## config.mk

```make
export PLATFORM = sky130hd
export DESIGN_NAME = seg_scan_ctrl
export DESIGN_NICKNAME = d
export VERILOG_FILES = /design/src/rtl/seg_scan_ctrl.sv
export SDC_FILE = /design/constraint.sdc
export NUM_CORES = 1
export LEC_CHECK = 0
export ABC_AREA = 0
export CELL_PAD_IN_SITES_DETAIL_PLACEMENT = 2
export CELL_PAD_IN_SITES_GLOBAL_PLACEMENT = 2
export CORE_MARGIN = 8
export CORE_UTILIZATION = 38
export DETAILED_ROUTE_END_ITERATION = 10
export PLACE_DENSITY = 0.9
export SYNTH_ARGS = -nofsm -noshare
export SYNTH_HDL_FRONTEND = slang
export SYNTH_SLANG_ARGS = --single-unit
```

## constraint.sdc

```tcl
create_clock -name clk -period 2.5 [get_ports clk]
set_input_delay 0.25 -clock clk [delete_from_list [all_inputs] [get_ports clk]]
set_output_delay 0.25 -clock clk [all_outputs]
set_load 0.03 [all_outputs]
```

## src/rtl/seg_scan_ctrl.sv

```systemverilog
// Multiplexed 7-segment scan controller: NBANK banks of four digits scanned in
// parallel, with tear-free frame-aligned data update, leading-zero blanking and PWM dimming.
module seg_scan_ctrl #(
  parameter int DIGITS  = 8,
  parameter int CLK_HZ  = 100_000_000,
  parameter int SCAN_HZ = 1000
) (
  input  logic                clk,
  input  logic                reset_n,
  input  logic [4*DIGITS-1:0] hex_data,
  input  logic [DIGITS-1:0]   dp,
  input  logic                load,
  input  logic                lz_blank,
  input  logic                enable,
  input  logic [3:0]          brightness,
  output logic [2*DIGITS-1:0] seg,
  output logic [DIGITS-1:0]   sel,
  output logic                frame_done
);

  localparam int NBANK = DIGITS / 4;
  localparam int SLOT  = CLK_HZ / (SCAN_HZ * 4);
  localparam int CNT_W = $clog2(SLOT);
  localparam logic [CNT_W-1:0] SLOT_LAST = CNT_W'(SLOT - 1);

  function automatic logic [6:0] hex_to_seg(input logic [3:0] h);
    logic [6:0] s;
    case (h)
      4'h0:    s = 7'h3F;
      4'h1:    s = 7'h06;
      4'h2:    s = 7'h5B;
      4'h3:    s = 7'h4F;
      4'h4:    s = 7'h66;
      4'h5:    s = 7'h6D;
      4'h6:    s = 7'h7D;
      4'h7:    s = 7'h07;
      4'h8:    s = 7'h7F;
      4'h9:    s = 7'h6F;
      4'hA:    s = 7'h77;
      4'hB:    s = 7'h7C;
      4'hC:    s = 7'h39;
      4'hD:    s = 7'h5E;
      4'hE:    s = 7'h79;
      default: s = 7'h71;
    endcase
    return s;
  endfunction

  logic [CNT_W-1:0]    slot_cnt_q, slot_cnt_d;
  logic [1:0]          idx_q, idx_d;
  logic [4*DIGITS-1:0] pend_hex_q, pend_hex_d;
  logic [DIGITS-1:0]   pend_dp_q, pend_dp_d;
  logic                pend_valid_q, pend_valid_d;
  logic [4*DIGITS-1:0] disp_hex_q, disp_hex_d;
  logic [DIGITS-1:0]   disp_dp_q, disp_dp_d;
  logic [2*DIGITS-1:0] seg_q, seg_d;
  logic [DIGITS-1:0]   sel_q, sel_d;
  logic                frame_done_q, frame_done_d;

  logic                slot_wrap;
  logic                frame_wrap;
  logic                zero_run;
  logic [DIGITS-1:0]   lz_mask;
  logic [7:0]          digit_seg [DIGITS];
  logic [31:0]         pwm_limit;
  logic                pwm_on;

  always_comb begin
    slot_wrap    = (slot_cnt_q == SLOT_LAST);
    frame_wrap   = slot_wrap && (idx_q == 2'd3);
    slot_cnt_d   = slot_wrap ? '0 : slot_cnt_q + CNT_W'(1);
    idx_d        = slot_wrap ? idx_q + 2'd1 : idx_q;
    frame_done_d = frame_wrap;
  end

  // A load on the wrap cycle lands in pending after the older pending value
  // has been committed, so neither value is lost.
  always_comb begin
    pend_hex_d   = pend_hex_q;
    pend_dp_d    = pend_dp_q;
    pend_valid_d = pend_valid_q;
    disp_hex_d   = disp_hex_q;
    disp_dp_d    = disp_dp_q;
    if (frame_wrap) begin
      pend_valid_d = 1'b0;
      if (pend_valid_q) begin
        disp_hex_d = pend_hex_q;
        disp_dp_d  = pend_dp_q;
      end
    end
    if (load) begin
      pend_hex_d   = hex_data;
      pend_dp_d    = dp;
      pend_valid_d = 1'b1;
    end
  end

  // Zero run is tracked from the most significant digit down across all banks.
  always_comb begin
    lz_mask  = '0;
    zero_run = 1'b1;
    for (int k = DIGITS - 1; k > 0; k--) begin
      zero_run   = zero_run && (disp_hex_q[4*k +: 4] == 4'h0);
      lz_mask[k] = zero_run;
    end
  end

  always_comb begin
    for (int k = 0; k < DIGITS; k++) begin
      digit_seg[k] = {disp_dp_q[k],
                      (lz_blank && lz_mask[k]) ? 7'h00 : hex_to_seg(disp_hex_q[4*k +: 4])};
    end
  end

  always_comb begin
    pwm_limit = ((32'(brightness) + 32'd1) * 32'(SLOT)) >> 4;
    pwm_on    = enable && (32'(slot_cnt_q) < pwm_limit);
    seg_d     = '0;
    sel_d     = '0;
    for (int b = 0; b < NBANK; b++) begin
      for (int i = 0; i < 4; i++) begin
        if (idx_q == 2'(i)) begin
          seg_d[8*b +: 8]  = digit_seg[4*b + i];
          sel_d[4*b + i]   = pwm_on;
        end
      end
    end
  end

  always_ff @(posedge clk or negedge reset_n) begin
    if (!reset_n) begin
      slot_cnt_q   <= '0;
      idx_q        <= '0;
      pend_hex_q   <= '0;
      pend_dp_q    <= '0;
      pend_valid_q <= 1'b0;
      disp_hex_q   <= '0;
      disp_dp_q    <= '0;
      seg_q        <= '0;
      sel_q        <= '0;
      frame_done_q <= 1'b0;
    end else begin
      slot_cnt_q   <= slot_cnt_d;
      idx_q        <= idx_d;
      pend_hex_q   <= pend_hex_d;
      pend_dp_q    <= pend_dp_d;
      pend_valid_q <= pend_valid_d;
      disp_hex_q   <= disp_hex_d;
      disp_dp_q    <= disp_dp_d;
      seg_q        <= seg_d;
      sel_q        <= sel_d;
      frame_done_q <= frame_done_d;
    end
  end

  assign seg        = seg_q;
  assign sel        = sel_q;
  assign frame_done = frame_done_q;

endmodule

```

## After elaboration in Yosys (flattened, before gate mapping)

Memory sizes are Yosys's and may differ from the RTL's.
Cells that the tools add are included.
W data, S select, Z words.

- Mux-type cells: 22
- Reductions and logical operators: 25
- $add $sub $neg: 3
- Equal/unequal tests: 4
- Multiply operators: 1
- $lt $le $gt $ge: 1
- Bitwise logic cells: 0
- Shift operators: 0
- Div/mod/pow operators: 0

Operators with widths:

| cell | number |
|---|---|
| $mux W8 | 8 |
| $mux W7 | 7 |
| $logic_not A4 Y1 | 7 |
| $mul A5 B12 Y17 const B | 1 |
| $lt A15 B16 Y1 | 1 |
| $add A15 B1 Y15 const B | 1 |
| $eq A15 B15 Y1 const B | 1 |
| $logic_and A1 B1 Y1 | 15 |
| $mux W15 | 1 |
| $mux W1 | 6 |
| $add A4 B1 Y5 const B | 1 |
| $eq A2 B2 Y1 const B | 2 |
| $add A2 B1 Y2 const B | 1 |
| $eq A2 B1 Y1 const B | 1 |
| $logic_not A2 Y1 | 1 |
| $reduce_and A2 Y1 | 1 |
| $reduce_bool A2 Y1 | 1 |

- Input port bits: 49
- Output and inout port bits: 25
- Bits in registers: 123
- Word-level logic and storage cells: 74
- Memories kept: 8
- Bits in latches: 0
- ROM bits: 896
- Memory bits (writable): 0

Memories:

| name | words | bits a word | rd ports | clocked after Yosys merged registers in | wr ports | RTL line | text |
|---|---|---|---|---|---|---|---|
| (no name shown) | 16 | 7 | 1 | 0 | 0 | 28 | `case (h)` |
| (no name shown) | 16 | 7 | 1 | 0 | 0 | 28 |  |
| (no name shown) | 16 | 7 | 1 | 0 | 0 | 28 |  |
| (no name shown) | 16 | 7 | 1 | 0 | 0 | 28 |  |
| (no name shown) | 16 | 7 | 1 | 0 | 0 | 28 |  |
| (no name shown) | 16 | 7 | 1 | 0 | 0 | 28 |  |
| 2 more memories | n/a | n/a | n/a | n/a | n/a | n/a |  |

## Logic depth before layout (Yosys ltp)

Gate-level depths: netlist of run 1.

- Depth in word-level cells: 12
- Gate-level depth with buffers: 20
- Gate-level depth less buffers: 20

## Least setup slack after synthesis of run 1

Ideal clock, no wire load.

- Path kind: input -> register
- From: in brightness[0]
- To: reg sel_q[3], in the netlist sel[3]
- Library setup time: 0.139 ns
- Buffers on the path: 0
- Data required time: 2.361 ns
- Arrival time: 4.162 ns
- Stages: 19
- Path slack: -1.800 ns
- Cells stage by stage: ha_1 -> xor2_1 -> ha_1 -> xor2_1 -> ha_1 -> ha_1 -> ha_1 -> a21o_1 -> a211oi_1 -> o211ai_1 -> a31oi_1 -> o21bai_1 -> xnor2_1 -> ha_1 -> nand4_1 -> nor3_1 -> a22oi_1 -> a311oi_1 -> a21oi_1

- Longest elaborated chain between the ends: 5

RTL lines:

| element | RTL line | text |
|---|---|---|
| start, declared | 15 | `input logic [3:0] brightness,` |
| $add A4 B1 Y5 | 116 | `pwm_limit = ((32'(brightness) + 32'd1) * 32'(SLOT)) >> 4;` |
| $mul A5 B12 Y17 | 116 |  |
| $lt A15 B16 Y1 | 117 | `pwm_on = enable && (32'(slot_cnt_q) < pwm_limit);` |
| $logic_and A1 B1 Y1 | 117 |  |
| $mux W1 | 122 | `if (idx_q == 2'(i)) begin` |
| named net sel_d[3] | 57 | `logic [DIGITS-1:0] sel_q, sel_d;` |
| end signal, assigned | 151 | `sel_q <= sel_d;` |
| end, declared | 57 |  |

The timed path passes the listed nets, and every way through them passes these cells.
A chain may end at the register's enable or synchronous reset.

## Final worst setup path of run 1

- From: in brightness[0]
- To: reg sel_q[4], in the netlist sel[4]

- Longest elaborated chain between the ends: 5

RTL lines:

| element | RTL line |
|---|---|
| $add A4 B1 Y5 | 116 |
| $mul A5 B12 Y17 | 116 |
| $lt A15 B16 Y1 | 117 |
| $logic_and A1 B1 Y1 | 117 |
| $mux W1 | n/a |
| named net sel_d[0] | 57 |

The timed path passes the listed nets, and every way through them passes these cells.

==> results of run 1 <==
==> stage by stage <==
stage | hold WS (ns) | worst slack (ns) | cells
2_1_floorplan | -0.0456 | -1.32 | 780
3_3_place_gp | 0.393 | -2.13 | 1161
3_5_place_dp | 0.408 | -2.59 | 1161
4_1_cts | 0.423 | -1.59 | 1202
5_1_grt | 0.431 | -2.07 | 1210
6_report | 0.433 | -1.95 | 1210
==> power groups by stage <==
stage / Combinational [W] / Clock [W] / Sequential (W)
6_report: 0.00123 / 0.00261 / 0.00204
3_5_place_dp: 0.00101 / 0 / 0.00208
2_1_floorplan: 0.000514 / 0 / 0.00206
4_1_cts: 0.00107 / 0.00263 / 0.00204
3_3_place_gp: 0.000899 / 0 / 0.00207
5_1_grt: 0.00130 / 0.00272 / 0.00205
==> timing repair <==
item | 4_1_cts | 5_1_grt
hold endpoints to repair | 119 | 0
resized for setup | 31 | 27
endpoints found under the setup margin | 4 | 46
pin swaps | 22 | 17
hold buffers | 1 | 0
setup buffers | 8 | 8
==> kinds of logic (layout without fill, tap and decap cells) <==
group / after synthesis / after routing / share of synthesized area (%)
buffers and inverters: 86 / 241 / 4.40
DFF: 119 / 119 / 37.2
adders and majority gates: 93 / 93 / 14.6
and+or+nand+nor: 174 / 174 / 11.5
xor gates and xnor gates: 30 / 30 / 3.29
AOI/OAI and AO/OA: 181 / 181 / 14.8
muxes: 97 / 97 / 14.1
==> state kept, by name (all words and copies together) (netlist names) <==
register and cells:
idx_q 2, disp_dp_q 8, slot_cnt_q 15, pend_dp_q 8, pend_valid_q 1, sel 4, disp_hex_q 32, seg 16
pend_hex_q 32, frame_done 1
==> worst max-delay path: cells and delay by family <==
kind,cells,cell delay (ns)
buffers and inverters,3,0.48
AND/OR/NAND/NOR,2,0.37
adder cells (fa/ha/maj),6,1.56
AO/OA/AOI/OAI,8,1.50
XOR/XNOR,3,0.57
==> per-layer routing <==
layer | global-route usage, % | routed length (µm)
met3 | 4.68 | 1300
met4 | 10.5 | 1550
met2 | 44.5 | 17500
met5 | 0 | 0
met1 | 27.4 | 13100
==> worst paths after layout <==
check                                     from             end  slack (ns)  cells after the start
worst min register to register  pend_hex_q[13]  disp_hex_q[13]        0.49                      1
worst min-delay path               hex_data[0]   pend_hex_q[0]        0.43                      2
worst max-delay path             brightness[0]          sel[4]       -1.95                     22
max in group asynchronous              reset_n  disp_hex_q[21]        1.56                      3
worst max register to register  slot_cnt_q[11]  disp_hex_q[28]       -0.08                      8
min in group asynchronous              reset_n    disp_dp_q[2]        0.45                      3
==> layout make-up <==
| cell class | count | area [µm²] |
|---|---|---|
| Tap cell | 275 | 344 |
| Inverter | 46 | 173 |
| Fill cell | 2062 | 10300 |
| Timing Repair Buffer | 163 | 1440 |
| Clock inverter | 14 | 166 |
| Sequential cell | 119 | 2980 |
| Clock buffer | 18 | 439 |
| Multi-Input combinational cell | 575 | 4930 |
==> cell usage in the layout, fill, tap and decap left out, types with 17 or more instances in the layout <==
| master | count |
|---|---|
| dfrtp_1 | 119 |
| buf_4 | 89 |
| ha_1 | 82 |
| clkdlybuf4s50_1 | 67 |
| inv_1 | 45 |
| mux2_2 | 44 |
| nor2_1 | 42 |
| nand2_1 | 42 |
| a21oi_1 | 41 |
| mux2_1 | 40 |
| o21ai_0 | 39 |
| nor2b_1 | 17 |
| clkbuf_16 | 17 |
==> summary.md, run 1 <==
| Metric | Value |
|---|---|
| I/O Pins | 74 |
| Antenna viol nets, final | 0 |
| Slowest-stage cell, CP | ha_1 |
| Crit-path cells | buf_12 -> ha_4 -> xor2_4 -> ha_4 -> xor2_2 -> ha_1 -> a21o_1 -> ha_1 -> ha_4 -> a211oi_2 -> o211ai_1 -> a31oi_2 -> buf_4 -> o21bai_1 -> xnor2_1 -> ha_1 -> nand4_1 -> nor3_2 -> a22oi_2 -> a311oi_2 -> buf_4 -> a21oi_2 |
| Post-synth cell types | 71 |
| Critical path arrival | 4.73 ns |
| Failing checks | negative setup slack |
| Vias in the first global route | 8005 |
| Sw Pwr | 0.00179 W |
| #FFs+latches synth | 119 |
| Min cycle time layout | 4.45 ns |
| Sequential area share after synthesis | 37.2% |
| Final worst path period share | 178% |
| Max IR drop VDD | 0.355 mV |
| Worst skew pair latency | 0.44 ns |
| Global Route Usage Sum | 24.5% |
| Vias per inst | 5.82 |
| Clock skew | 0.0127 ns |
| Largest net degree at the start of global routing | 120 |
| Routability Congestion | 0.825 |
| Area grow syn2layout | 31.0% |
| Cell area after synthesis | 0.00800 mm² |
| Vias | 7037 |
| Clock root cell | clkbuf_16 |
| Status | finished, violations left |
| Worst setup margin | -1.95 ns |
| Max Cap Violations | 0 |
| Final hold violations | 0 |
| Routed len/inst | 27.7 µm |
| Power, Total | 0.00588 W |
| Die area | 0.0259 mm² |
| Max Slew Vio Count | 0 |
| Worst EP required | 2.78 ns |
| F_max | 225 MHz |
| Pwr Density | 561 mW/mm² |
| CTS tree | yes |
| Post-synth EDFFs | 0 |
| Sequential share of power | 34.8% |
| Port bufs | 73 |
| First-pass GRT wire length | 49300 µm |
| RSZ-0062 raised after global routing | yes |
| Antenna fix cells | 0 |
| # nets final | 1064 |
| CTS Buf Count | 17 |
| Clock slew at reported path FFs | 0.06 ns |
| Top post-synthesis cells by area | dfrtp_1 37%, ha_1 14%, mux2_2 6.2% |
| Synth cell count leaders | 119 x dfrtp_1, 92 x ha_1, 50 x a21oi_1, 45 x inv_1, 45 x nor2_1 |
| Core Util, Final | 50.3% |
| Post-route cell area | 0.0105 mm² |
| Avg Inst Size Synth | 10.3 µm² |
| Int Pwr | 0.00409 W |
| Finish-stage setup viols | 36 |
| Slew headroom | 56.7% |
| Die Ht | 161 µm |
| Mapped Cells | 780 |
| HP Class | input pin to flop |
| Clock Path Buffers | 2 |
| Crit-path max FO | 4 |
| Worst Path Class, Setup | input pin to flop |
| Drt drc | 0 |
| Combinational Power Share | 20.9% |
| DP HPWL | 20500 µm |
| Sw Ratio | 30.4% |
| Die extent in x | 161 µm |
| Std cell rows | 53 |
| Synthesized Nets | 922 |
| Leak pwr | 4.66 nW |
| GR Overflow Total | 0 |
| Core Area | 0.0208 mm² |
| Initial Utilization | 38.4% |
| Drt total wl | 33500 µm |
| Final setup TNS | -8.52 ns |
| Most common cell in the netlist | dfrtp_1 |
| CTS Sinks | 119 |
| Leading area contributor after synthesis | dfrtp_1 |
| Drt pass-1 iters | 5 |
| Async SR Flop Fraction | 100% |
| Initial antenna violation count | 0 |
| DP Area | 0.00955 mm² |
| Setup crit end kind | flop |
| Post-synth top area share | 37.2% |
| Clock power share | 44.4% |
| DRT iter0 DRCs | 387 |
| Main flop type after synthesis | dfrtp_1 |
| Critical path's largest stage delay | 0.34 ns |
| H-Tree Level Count | 4 |
| Share of post-route cells with drive strength above 1 | 24.1% |
| Least-Margin Pin Slew | 0.644 ns |
| YS warnings | 0 |
| Startpoint Class | input pin |
Note: power is estimated with default switching activity, not from simulation.
==> run 2, diff against run 1 <==
--- a/config.mk
+++ b/config.mk
@@ -11,7 +11,7 @@
 export CORE_MARGIN = 8
 export CORE_UTILIZATION = 38
 export DETAILED_ROUTE_END_ITERATION = 10
-export PLACE_DENSITY = 0.9
+export PLACE_DENSITY_LB_ADDON = 0.1
 export SYNTH_ARGS = -nofsm -noshare
 export SYNTH_HDL_FRONTEND = slang
 export SYNTH_SLANG_ARGS = --single-unit
==> constraint.sdc (replaced) <==
create_clock -name clk -period 5.1 [get_ports clk]
set_input_delay 0.51 -clock clk [delete_from_list [all_inputs] [get_ports clk]]
set_output_delay 0.51 -clock clk [all_outputs]
set_load 0.03 [all_outputs]
==> summary.md, run 2 (synthesis gave the netlist of run 1 again) <==
| Metric | Value |
|---|---|
| Port bufs | 73 (unchanged) |
| First-pass GRT wire length | 36800 µm (was 49300 µm) |
| Max IR drop VDD | 0.193 mV (was 0.355 mV) |
| Clock root cell | clkbuf_16 (unchanged) |
| Vias | 6175 (was 7037) |
| I/O Pins | 74 (unchanged) |
| Critical path arrival | 5.28 ns (was 4.73 ns) |
| HP Class | input pin to async pin (was input pin to flop) |
| Drt total wl | 22500 µm (was 33500 µm) |
| Fillers | 2160 (was 2062) |
| Drt drc | 0 (unchanged) |
| Sw Ratio | 25.8% (was 30.4%) |
| Least-Margin Pin Slew | 1.12 ns (was 0.644 ns) |
| F_max | 202 MHz |
| Vias per inst | 5.43 (was 5.82) |
| Commonest non-fill, non-tap cell in the layout | dfrtp_1 (unchanged) |
| DP HPWL | 16600 µm (was 20500 µm) |
| CTS Sinks | 119 (unchanged) |
| Clock skew | 0.0100 ns (was 0.0127 ns) |
| Routability Congestion | 0.849 (was 0.825) |
| Vias in the first global route | 7055 (was 8005) |
| Critical R2R Capture | disp_hex_q[27] (was disp_hex_q[28]) |
| Die area | 0.0259 mm² (unchanged) |
| Antenna fix cells | 0 (unchanged) |
| Slew headroom | 25.2% (was 56.7%) |
| Initial antenna violation count | 0 (unchanged) |
| Share of post-route cells with drive strength above 1 | 13.9% (was 24.1%) |
| CTS Buf Count | 17 (unchanged) |
| Status | completed (was finished, violations left) |
| Initial Utilization | 38.4% (unchanged) |
| Std cell rows | 53 (unchanged) |
| Min cycle time layout | 4.95 ns |
| # nets final | 992 (was 1064) |
| Global Route Usage Sum | 17.5% (was 24.5%) |
| Core Area | 0.0208 mm² (unchanged) |
| CTS tree | yes (unchanged) |
| Routed len/inst | 19.8 µm (was 27.7 µm) |
| DRT iter0 DRCs | 233 (was 387) |
| Clock power share | 48.3% (was 44.4%) |
| Commonest non-fill, non-tap cells in the layout | 119 x dfrtp_1, 91 x ha_1, 71 x clkdlybuf4s50_1, 48 x a21oi_1 (was 119 x dfrtp_1, 89 x buf_4, 82 x ha_1, 67 x clkdlybuf4s50_1, 45 x inv_1) |
| Reg-to-reg critical path startpoint | slot_cnt_q[11] (unchanged) |
| Crit-path max FO | 4 (unchanged) |
| Worst EP required | 5.43 ns (was 2.78 ns) |
| Int Pwr | 0.00203 W (was 0.00409 W) |
| Startpoint Class | input pin (unchanged) |
| Post-route cell area | 0.00971 mm² (was 0.0105 mm²) |
| Worst setup startpoint | brightness[0] (unchanged) |
| Die Ht | 161 µm (unchanged) |
| Area grow syn2layout | 21.5% (was 31.0%) |
| Antenna viol nets, final | 0 (unchanged) |
| Power, Total | 0.00273 W (was 0.00588 W) |
| Worst Path Class, Setup | input pin to flop (unchanged) |
| Worst R2R Setup Slack | 1.70 ns (was -0.08 ns) |
| Finish-stage setup viols | 0 (was 36) |
| H-Tree Level Count | 4 (unchanged) |
| Die extent in x | 161 µm (unchanged) |
| DP Area | 0.00902 mm² (was 0.00955 mm²) |
| Leak pwr | 4.27 nW (was 4.66 nW) |
| Combinational Power Share | 15.2% (was 20.9%) |
| Final hold violations | 0 (unchanged) |
| Pwr Density | 281 mW/mm² (was 561 mW/mm²) |
| Sw Pwr | 0.000703 W (was 0.00179 W) |
| Max Slew Vio Count | 0 (unchanged) |
| Largest net degree at the start of global routing | 75 (was 120) |
| GR Overflow Total | 0 (unchanged) |
| Final worst path period share | 97.0% |
| Worst Reg-to-Reg Cells | 7 (was 8) |
| Clock slew at reported path FFs | 0.06 ns (about the same) |
| Worst skew pair latency | 0.42 ns (was 0.44 ns) |
| Core Util, Final | 46.6% (was 50.3%) |
| Sequential share of power | 36.5% (was 34.8%) |
| Setup crit end kind | flop (unchanged) |
| Max Cap Violations | 0 (unchanged) |
| Clock Path Buffers | 2 (unchanged) |
| Drt pass-1 iters | 4 (was 5) |
## run 2: area by class of cell
class,count,area (µm²),area share [%]
clock inverter,12,189,1.95
tap,275,344,3.54
timing repair buffer,91,858,8.84
inverter,46,173,1.78
multi-input combinational,575,4710,48.5
clock buffer,20,457,4.70
sequential,119,2980,30.7
## run 2: worst max path at each step
| stage | endpoint |
|---|---|
| final | sel[5] |
| after global routing | sel[4] |
| after CTS | sel[5] |
| after detailed placement | sel[5] |
| after global placement | sel[4] |
| after floorplan | sel[3] |
## run 2: routing by layer
metal	up-vias	track usage, %	part of all wire [%]
met5	-	0	0
met3	32	3.59	3.3
met4	0	5.93	1.8
met2	86	30.6	51
met1	3130	21.1	44
li1	2927	-	-
## run 2: per-stage QoR
stage	setup WS, ns	TNS [ns]	hold WS [ns]	instances
5_1_grt	-0.0950	-0.296	0.290	1138
6_report	0.151	0	0.215	1138
3_3_place_gp	-0.0661	-0.264	0.463	1106
4_1_cts	0.0739	0	0.264	1138
3_5_place_dp	-0.302	-1.19	0.475	1106
2_1_floorplan	0.540	0	0.214	780
## run 2: what timing repair did
item / in CTS / in global routing
hold buffers: 0 / 0
endpoints found under the setup margin: 0 / 4
buffers inserted: 0 / 0
gates resized for setup: 0 / 9
## run 2: critical path: stages
cell	delay, ns
clkdlybuf4s50_1	0.49
ha_1	0.23
xor2_2	0.22
ha_1	0.23
xor2_1	0.17
ha_1	0.26
ha_1	0.28
ha_1	0.32
a21o_1	0.19
a211oi_2	0.26
o211ai_1	0.13
a31oi_1	0.28
xor2_1	0.19
ha_1	0.26
nand3_1	0.15
nor2_1	0.07
o31a_1	0.28
o21ai_0	0.27
a311oi_2	0.16
buf_4	0.17
a21oi_1	0.16
## run 2: power groups by stage
| stage | clock (W) | sequential (W) | combinational [W] |
|---|---|---|---|
| after floorplan | 0 | 0.00101 | 0.000231 |
| after global placement | 0 | 0.00101 | 0.000376 |
| after detailed placement | 0 | 0.00101 | 0.000401 |
| after CTS | 0.00135 | 0.000998 | 0.000405 |
| after global routing | 0.00139 | 0.00100 | 0.000460 |
| final | 0.00132 | 0.000997 | 0.000414 |
